$ cat src/rtl/enigma_pkg.sv
// Shared types, defaults and reset wiring for the Enigma rotor stage.
package enigma_pkg;

  localparam int ALPHA_DEFAULT = 32'sd26;
  localparam int NOTCH_DEFAULT = 32'sd21;
  localparam int W_DEFAULT     = 32'sd5;

  typedef logic [W_DEFAULT-1:0] letter_t;

  localparam letter_t DEFAULT_WIRING [ALPHA_DEFAULT] = '{
    5'd14, 5'd8,  5'd24, 5'd13, 5'd16, 5'd18, 5'd20, 5'd6,  5'd19,
    5'd22, 5'd25, 5'd1,  5'd10, 5'd17, 5'd2,  5'd23, 5'd5,  5'd3,
    5'd4,  5'd9,  5'd26, 5'd12, 5'd11, 5'd7,  5'd21, 5'd15
  };

  // Positions beyond the stock 26-letter wheel fall back to identity.
  function automatic int default_map(input int idx);
    int r;
    if ((idx >= 32'sd0) && (idx < ALPHA_DEFAULT)) begin
      r = int'(DEFAULT_WIRING[idx[4:0]]);
    end else begin
      r = idx + 32'sd1;
    end
    return r;
  endfunction

  function automatic int default_inv(input int idx, input int alpha);
    int r;
    r = idx + 32'sd1;
    for (int a = 0; a < alpha; a++) begin
      if (default_map(a) == idx + 32'sd1) begin
        r = a + 32'sd1;
      end
    end
    return r;
  endfunction

endpackage

$ cat src/rtl/enigma_rotor_stage_if.sv
// Lookup request/response bundle of the Enigma rotor stage.
interface enigma_rotor_stage_if
  import enigma_pkg::*;
#(
  parameter int W = W_DEFAULT
) ();

  logic         in_valid;
  logic [W-1:0] in_letter;
  logic         in_dir;
  logic         out_valid;
  logic [W-1:0] out_letter;
  logic         out_err;

  modport master (
    output in_valid, in_letter, in_dir,
    input  out_valid, out_letter, out_err
  );

  modport slave (
    input  in_valid, in_letter, in_dir,
    output out_valid, out_letter, out_err
  );

endinterface

$ cat src/rtl/rotor_wiring_ram.sv
// ALPHA x W wiring table: reset preload (forward or inverse wiring), one write port, async read.
module rotor_wiring_ram
  import enigma_pkg::*;
#(
  parameter int ALPHA   = ALPHA_DEFAULT,
  parameter int W       = W_DEFAULT,
  parameter bit INVERSE = 1'b0
) (
  input  logic         clk,
  input  logic         rst_n,
  input  logic         we,
  input  logic [W-1:0] waddr,
  input  logic [W-1:0] wdata,
  input  logic [W-1:0] raddr,
  output logic [W-1:0] rdata
);

  localparam logic [W:0] ALPHA_X = (W+1)'(ALPHA);

  logic [W-1:0] mem_r [ALPHA];

  // Table storage: reloads the default wiring on reset, otherwise takes writes.
  always_ff @(posedge clk or negedge rst_n) begin
    if (!rst_n) begin
      for (int i = 0; i < ALPHA; i++) begin
        mem_r[i] <= W'(INVERSE ? default_inv(i, ALPHA) : default_map(i));
      end
    end else if (we && ({1'b0, waddr} < ALPHA_X)) begin
      mem_r[waddr] <= wdata;
    end
  end

  // Asynchronous read port.
  always_comb begin
    if ({1'b0, raddr} < ALPHA_X) begin
      rdata = mem_r[raddr];
    end else begin
      rdata = {W{1'b0}};
    end
  end

endmodule

$ cat src/rtl/enigma_rotor_stage.sv
// Enigma rotor stage: stepping position with notch carry, ring offset, 1-cycle registered lookup.
// Build with ENIGMA_ROTOR_REVERSE_EN defined to add the inverse table and reverse path.
module enigma_rotor_stage
  import enigma_pkg::*;
#(
  parameter int ALPHA = ALPHA_DEFAULT,
  parameter int W     = W_DEFAULT,
  parameter int NOTCH = NOTCH_DEFAULT
) (
  input  logic                 clk,
  input  logic                 rst_n,
  enigma_rotor_stage_if.slave  lk,
  input  logic                 step,
  output logic                 carry_out,
  input  logic                 pos_load,
  input  logic [W-1:0]         pos_data,
  input  logic [W-1:0]         ring,
  input  logic                 cfg_we,
  input  logic [W-1:0]         cfg_addr,
  input  logic [W-1:0]         cfg_data,
  output logic [W-1:0]         pos
);

  localparam logic [W:0]   ALPHA_X   = (W+1)'(ALPHA);
  localparam logic [W-1:0] LAST_POS  = W'(ALPHA - 1);
  localparam logic [W-1:0] NOTCH_POS = W'(NOTCH);
  localparam logic [W-1:0] ONE       = {{(W-1){1'b0}}, 1'b1};
  localparam logic [W-1:0] ZERO      = {W{1'b0}};

  function automatic logic [W-1:0] mod_add(input logic [W-1:0] a, input logic [W-1:0] b);
    logic [W:0] s;
    s = {1'b0, a} + {1'b0, b};
    if (s >= ALPHA_X) begin
      s = s - ALPHA_X;
    end else begin
      s = s;
    end
    return s[W-1:0];
  endfunction

  // A borrow out of the W-bit difference shows up in bit W.
  function automatic logic [W-1:0] mod_sub(input logic [W-1:0] a, input logic [W-1:0] b);
    logic [W:0] d;
    d = {1'b0, a} - {1'b0, b};
    if (d[W]) begin
      d = d + ALPHA_X;
    end else begin
      d = d;
    end
    return d[W-1:0];
  endfunction

  logic [W-1:0] idx_s;
  logic [W-1:0] tab_s;
  logic [W-1:0] map_s;
  logic [W-1:0] res_s;
  logic [W-1:0] fwd_rdata_s;
  logic         letter_ok_s;
  logic         cfg_ok_s;

  // Undo position/ring offset into the table, then re-apply it to the mapped letter.
  always_comb begin
    letter_ok_s = (lk.in_letter != ZERO) && ({1'b0, lk.in_letter} <= ALPHA_X);
    idx_s       = mod_sub(mod_add(lk.in_letter - ONE, pos), ring);
    map_s       = tab_s - ONE;
    res_s       = mod_add(mod_sub(map_s, pos), ring) + ONE;
  end

  // Out-of-range writes are dropped so both tables stay within 1..ALPHA.
  always_comb begin
    cfg_ok_s = cfg_we
             && ({1'b0, cfg_addr} < ALPHA_X)
             && (cfg_data != ZERO)
             && ({1'b0, cfg_data} <= ALPHA_X);
  end

  rotor_wiring_ram #(
    .ALPHA   (ALPHA),
    .W       (W),
    .INVERSE (1'b0)
  ) u_fwd_ram (
    .clk   (clk),
    .rst_n (rst_n),
    .we    (cfg_ok_s),
    .waddr (cfg_addr),
    .wdata (cfg_data),
    .raddr (idx_s),
    .rdata (fwd_rdata_s)
  );

`ifdef ENIGMA_ROTOR_REVERSE_EN
  logic [W-1:0] inv_rdata_s;

  rotor_wiring_ram #(
    .ALPHA   (ALPHA),
    .W       (W),
    .INVERSE (1'b1)
  ) u_inv_ram (
    .clk   (clk),
    .rst_n (rst_n),
    .we    (cfg_ok_s),
    .waddr (cfg_data - ONE),
    .wdata (cfg_addr + ONE),
    .raddr (idx_s),
    .rdata (inv_rdata_s)
  );

  // Table select by lookup direction.
  always_comb begin
    if (lk.in_dir) begin
      tab_s = inv_rdata_s;
    end else begin
      tab_s = fwd_rdata_s;
    end
  end
`else
  logic unused_dir_s;
  assign unused_dir_s = lk.in_dir;
  assign tab_s        = fwd_rdata_s;
`endif

  // Lookup result register; letter and error hold between strobes.
  always_ff @(posedge clk or negedge rst_n) begin
    if (!rst_n) begin
      lk.out_valid  <= 1'b0;
      lk.out_letter <= ZERO;
      lk.out_err    <= 1'b0;
    end else begin
      lk.out_valid <= lk.in_valid;
      if (lk.in_valid) begin
        lk.out_letter <= letter_ok_s ? res_s : ZERO;
        lk.out_err    <= ~letter_ok_s;
      end else begin
        lk.out_letter <= lk.out_letter;
        lk.out_err    <= lk.out_err;
      end
    end
  end

  // Rotor position and notch carry; a preset wins over a step and never carries.
  always_ff @(posedge clk or negedge rst_n) begin
    if (!rst_n) begin
      pos       <= ZERO;
      carry_out <= 1'b0;
    end else if (pos_load) begin
      if ({1'b0, pos_data} < ALPHA_X) begin
        pos <= pos_data;
      end else begin
        pos <= pos;
      end
      carry_out <= 1'b0;
    end else if (step) begin
      pos       <= (pos == LAST_POS) ? ZERO : pos + ONE;
      carry_out <= (pos == NOTCH_POS);
    end else begin
      pos       <= pos;
      carry_out <= 1'b0;
    end
  end

endmodule

$ cat src/flat_wrapper.sv
// flat-port wrapper written by rule: the top's interface ports become plain ports
module enigma_rotor_stage_flat import enigma_pkg::*;
#(
  parameter int ALPHA = ALPHA_DEFAULT,
  parameter int W     = W_DEFAULT,
  parameter int NOTCH = NOTCH_DEFAULT
)
  (clk, rst_n, step, carry_out, pos_load, pos_data, ring, cfg_we, cfg_addr, cfg_data, pos, lk_in_valid, lk_in_letter, lk_in_dir, lk_out_valid, lk_out_letter, lk_out_err);
  enigma_rotor_stage_if #(.W(W)) lk_i ();
  input  logic clk;
  input  logic rst_n;
  input  logic step;
  output logic carry_out;
  input  logic pos_load;
  input  logic [W-1:0] pos_data;
  input  logic [W-1:0] ring;
  input  logic cfg_we;
  input  logic [W-1:0] cfg_addr;
  input  logic [W-1:0] cfg_data;
  output logic [W-1:0] pos;
  input wire logic [$bits(lk_i.in_valid)-1:0] lk_in_valid;
  input wire logic [$bits(lk_i.in_letter)-1:0] lk_in_letter;
  input wire logic [$bits(lk_i.in_dir)-1:0] lk_in_dir;
  output wire logic [$bits(lk_i.out_valid)-1:0] lk_out_valid;
  output wire logic [$bits(lk_i.out_letter)-1:0] lk_out_letter;
  output wire logic [$bits(lk_i.out_err)-1:0] lk_out_err;
  assign lk_i.in_valid = lk_in_valid;
  assign lk_i.in_letter = lk_in_letter;
  assign lk_i.in_dir = lk_in_dir;
  assign lk_out_valid = lk_i.out_valid;
  assign lk_out_letter = lk_i.out_letter;
  assign lk_out_err = lk_i.out_err;
  enigma_rotor_stage #(.ALPHA(ALPHA), .W(W), .NOTCH(NOTCH)) u_core (.clk(clk), .rst_n(rst_n), .lk(lk_i), .step(step), .carry_out(carry_out), .pos_load(pos_load), .pos_data(pos_data), .ring(ring), .cfg_we(cfg_we), .cfg_addr(cfg_addr), .cfg_data(cfg_data), .pos(pos));
endmodule
$ cat config.mk
export PLATFORM = sky130hd
export DESIGN_NAME = enigma_rotor_stage_flat
export DESIGN_NICKNAME = d
export VERILOG_FILES = /design/src/rtl/enigma_pkg.sv /design/src/rtl/enigma_rotor_stage_if.sv /design/src/rtl/rotor_wiring_ram.sv /design/src/rtl/enigma_rotor_stage.sv /design/src/flat_wrapper.sv
export SDC_FILE = /design/constraint.sdc
export NUM_CORES = 1
export LEC_CHECK = 0
export ABC_AREA = 1
export CORE_ASPECT_RATIO = 1.1
export CORE_MARGIN = 2
export CORE_UTILIZATION = 60
export DETAILED_ROUTE_END_ITERATION = 10
export GPL_TIMING_DRIVEN = 0
export PLACE_DENSITY = 0.8
export SLEW_MARGIN = 15
export SYNTH_ARGS = -nofsm -noshare
export SYNTH_HDL_FRONTEND = slang
export SYNTH_SLANG_ARGS = --single-unit
$ cat constraint.sdc
create_clock -name clk -period 7.45 [get_ports clk]
set_input_delay 1.1175 -clock clk [delete_from_list [all_inputs] [get_ports clk]]
set_output_delay 1.1175 -clock clk [all_outputs]
set_load 0.05 [all_outputs]
==> out/qor.yml <==
status: "finished, violations left"
violations: "setup timing"
cts-root-buf: "clkbuf_16"
worstMarginPinSlew_ns: 0.950
hold_viol: 0
endpoint_kind: "register"
ant_nets: 0
seq_area_um2: 3650
synth-async-reset-ratio: 1.00
critPathKind: "primary input to register"
ys_seq_area_frac: 0.443
maxCapViolCount: 0
fin_setup_tns_ns: -0.880
avgViaCountPerCell: 6.06
hpwl_um: 15000
rsz0062_at_grt: "yes"
drt-initial-drc-count: 1073
period_share: 1.04
clock_sinks: 143
cp.required_ns: 7.78
antenna_found_initial: 0
grt.total_usage: 0.346
gp_congestion: 0.954
routedWlPerCell_um: 19.7
dr.pass1.iters: 9
r2r_slack_ns: 0.08
cts_hold_buf: 0
fin_crit_ns: 7.75
io-pin-count: 45
syn_to_final_growth_pct: 32.5
rows: 44
syn_nets: 1134
relSlewSlack: 0.364
path_clk_slew_ns: 0.06
crit_start: "lk_in_letter[0]"
yosysUniqueCellTypes: 44
min_path_type: "register to register"
crit_top_cell: "nand2_2"
r2r_end: "u_core.lk.out_letter[3]"
routed_wl_um: 27800
r2r_start: "u_core.pos[0]"
ys_warn_count: 0
die_width_um: 116
grt_pass1_wl_um: 38600
cts_tree: "done"
cts.htree.levels: 4
diodes: 0
r2r_cells: 45
syn_inst: 1068
drive_above_1_share: 0.277
synth_seq_cells: 143
cts_buffer_depth: 2
syn-cell-area_um2: 8250
grt_overflow_total: 0
drc: 0
die_y_um: 127
cp_slowest_cell: "ha_1"
syn_area_per_cell_um2: 7.72
synth_edf_count: 0
critPathLaunchType: "primary input"
portBuffers: 43
numCtsBuffers: 17
critical_path.max_stage_delay_ns: 0.33
clock-skew-final_ns: 0.00616
vias: 8567
multi_input_area_um2: 4840
initial_core_util: 0.619
fmax_mhz: 129
worstSetupEndpoint: "u_core.lk.out_letter[3]"
grt_max_degree: 109
die-area_um2: 14700
setup_violations: 4
fin_ws_ns: -0.300
crit_arrival_ns: 8.08
drv_slew: 0
synth-main-ff-cell: "dfrtp_1"
grt_pass1_vias: 7800
nFillCells: 792
core_area_um2: 13300
path_max_fanout: 6
clk_latency_ns: 0.44
nets: 1282
-- layout by cell type (no fill, tap or decap), drive strengths merged, types with 2 or more instances in the layout --
| cell type | synthesis | layout |
|---|---|---|
| nand2 | 350 | 351 |
| o21ai | 150 | 150 |
| nor2 | 136 | 136 |
| buf | 12 | 98 |
| dfrtp | 83 | 83 |
| nand3 | 82 | 82 |
| inv | 61 | 62 |
| dfstp | 60 | 60 |
| clkbuf | 17 | 39 |
| clkdlybuf4s50 | 0 | 38 |
| ha | 30 | 30 |
| a21oi | 27 | 27 |
| xor2 | 14 | 14 |
| nor3 | 12 | 12 |
| xnor2 | 9 | 9 |
| nand4 | 7 | 7 |
| clkinv | 0 | 6 |
| fa | 4 | 4 |
| bufinv | 0 | 3 |
| clkinvlp | 0 | 3 |
| nand3b | 2 | 2 |
| mux2i | 2 | 2 |
| o211ai | 2 | 2 |
| o2111ai | 2 | 2 |
-- synth_stat cells (2+ instances only) --
cell | instances | area (µm²)
xor2_1 | 13 | 114
o211ai_1 | 2 | 15.0
nand4_1 | 6 | 37.5
clkbuf_1 | 17 | 63.8
nand3b_1 | 2 | 15.0
o21ai_1 | 10 | 50.1
buf_1 | 5 | 18.8
dfstp_2 | 60 | 1580
nand3_1 | 81 | 405
o21ai_2 | 2 | 17.5
dfrtp_1 | 83 | 2080
fa_1 | 4 | 80.1
mux2i_1 | 2 | 20.0
inv_1 | 59 | 221
xnor2_1 | 8 | 70.1
nor3_2 | 4 | 40.0
inv_2 | 2 | 7.51
a21oi_1 | 26 | 130
nor3_1 | 8 | 40.0
ha_1 | 30 | 375
buf_6 | 4 | 45.0
nor2_1 | 134 | 503
nand2_4 | 5 | 56.3
nand2_1 | 309 | 1160
o21ai_0 | 138 | 691
nand2_2 | 36 | 225
-- state kept, by name, summed over array words and instances (netlist names) --
name,count
u_core.u_fwd_ram.mem_r,130
u_core.lk.out_valid,1
u_core.lk.out_err,1
u_core.pos,5
u_core.carry_out,1
u_core.lk.out_letter,5
-- through the flow --
step	setup WS [ns]	instance area, µm²	std cells	hold WS (ns)	util
finish	-0.300	10900	1413	0.475	0.820
global route	-0.629	10900	1413	0.493	0.820
CTS	0.0169	10300	1384	0.474	0.775
global placement	-1.17	9010	1295	0.461	0.677
floorplan	0.0243	8350	1068	0.453	-
detailed placement	-1.39	9050	1296	0.465	0.679
-- routing by layer --
| metal | up-vias | track usage | part of all wire |
|---|---|---|---|
| li1 | 3792 | - | - |
| met1 | 4010 | 0.425 | 0.36 |
| met2 | 577 | 0.564 | 0.48 |
| met3 | 188 | 0.0702 | 0.088 |
| met4 | 0 | 0.199 | 0.069 |
| met5 | - | 0 | 0 |
-- worst min-delay path by stage --
stage                                       to  slack (ns)  cells after the start                       start
floorplan            u_core.u_fwd_ram.mem_r[6]        0.45                      2   u_core.u_fwd_ram.mem_r[6]
global placement    u_core.u_fwd_ram.mem_r[45]        0.46                      2  u_core.u_fwd_ram.mem_r[45]
detailed placement   u_core.u_fwd_ram.mem_r[5]        0.46                      2   u_core.u_fwd_ram.mem_r[5]
CTS                  u_core.u_fwd_ram.mem_r[5]        0.47                      2   u_core.u_fwd_ram.mem_r[5]
global route        u_core.u_fwd_ram.mem_r[45]        0.49                      2  u_core.u_fwd_ram.mem_r[45]
finish               u_core.u_fwd_ram.mem_r[5]        0.47                      2   u_core.u_fwd_ram.mem_r[5]
-- cells by family (layout without fill, tap and decap cells) --
| kind of cell | count (synthesis) | in the layout | synth area share |
|---|---|---|---|
| buffers and inverters | 90 | 250 | 0.0466 |
| and+or+nand+nor | 591 | 592 | 0.308 |
| AOI/OAI and AO/OA | 185 | 185 | 0.118 |
| muxes | 2 | 2 | 0.00243 |
| adders and majority gates | 34 | 34 | 0.0552 |
| DFF | 143 | 143 | 0.443 |
| xor gates and xnor gates | 23 | 23 | 0.0262 |
-- layout make-up --
type,instances,share of cell area
buffer,29,0.0156
inverter,61,0.0219
tap,184,0.0211
timing repair buffer,128,0.108
clock buffer,19,0.0414
multi-input combinational,836,0.443
clock inverter,13,0.0149
sequential,143,0.334
-- what timing repair did --
| action | in CTS | in global routing |
|---|---|---|
| resized for setup | 64 | 79 |
| endpoints found under the setup margin | 4 | 4 |
| hold endpoints to repair | 0 | 0 |
| gates cloned | 1 | 2 |
| pin swaps | 54 | 63 |
| setup buffers | 55 | 28 |
-- critical path: cells and delay by family --
family          cells  cell delay (ns)
compound gates     12             1.86
buf+inv             9             0.99
fa+ha+maj           5             1.25
simple gates       19             2.22
xor+xnor            4             0.62
Power is not shown: default switching activity piles up to over one toggle a cycle in this logic, so the estimate is an artifact.
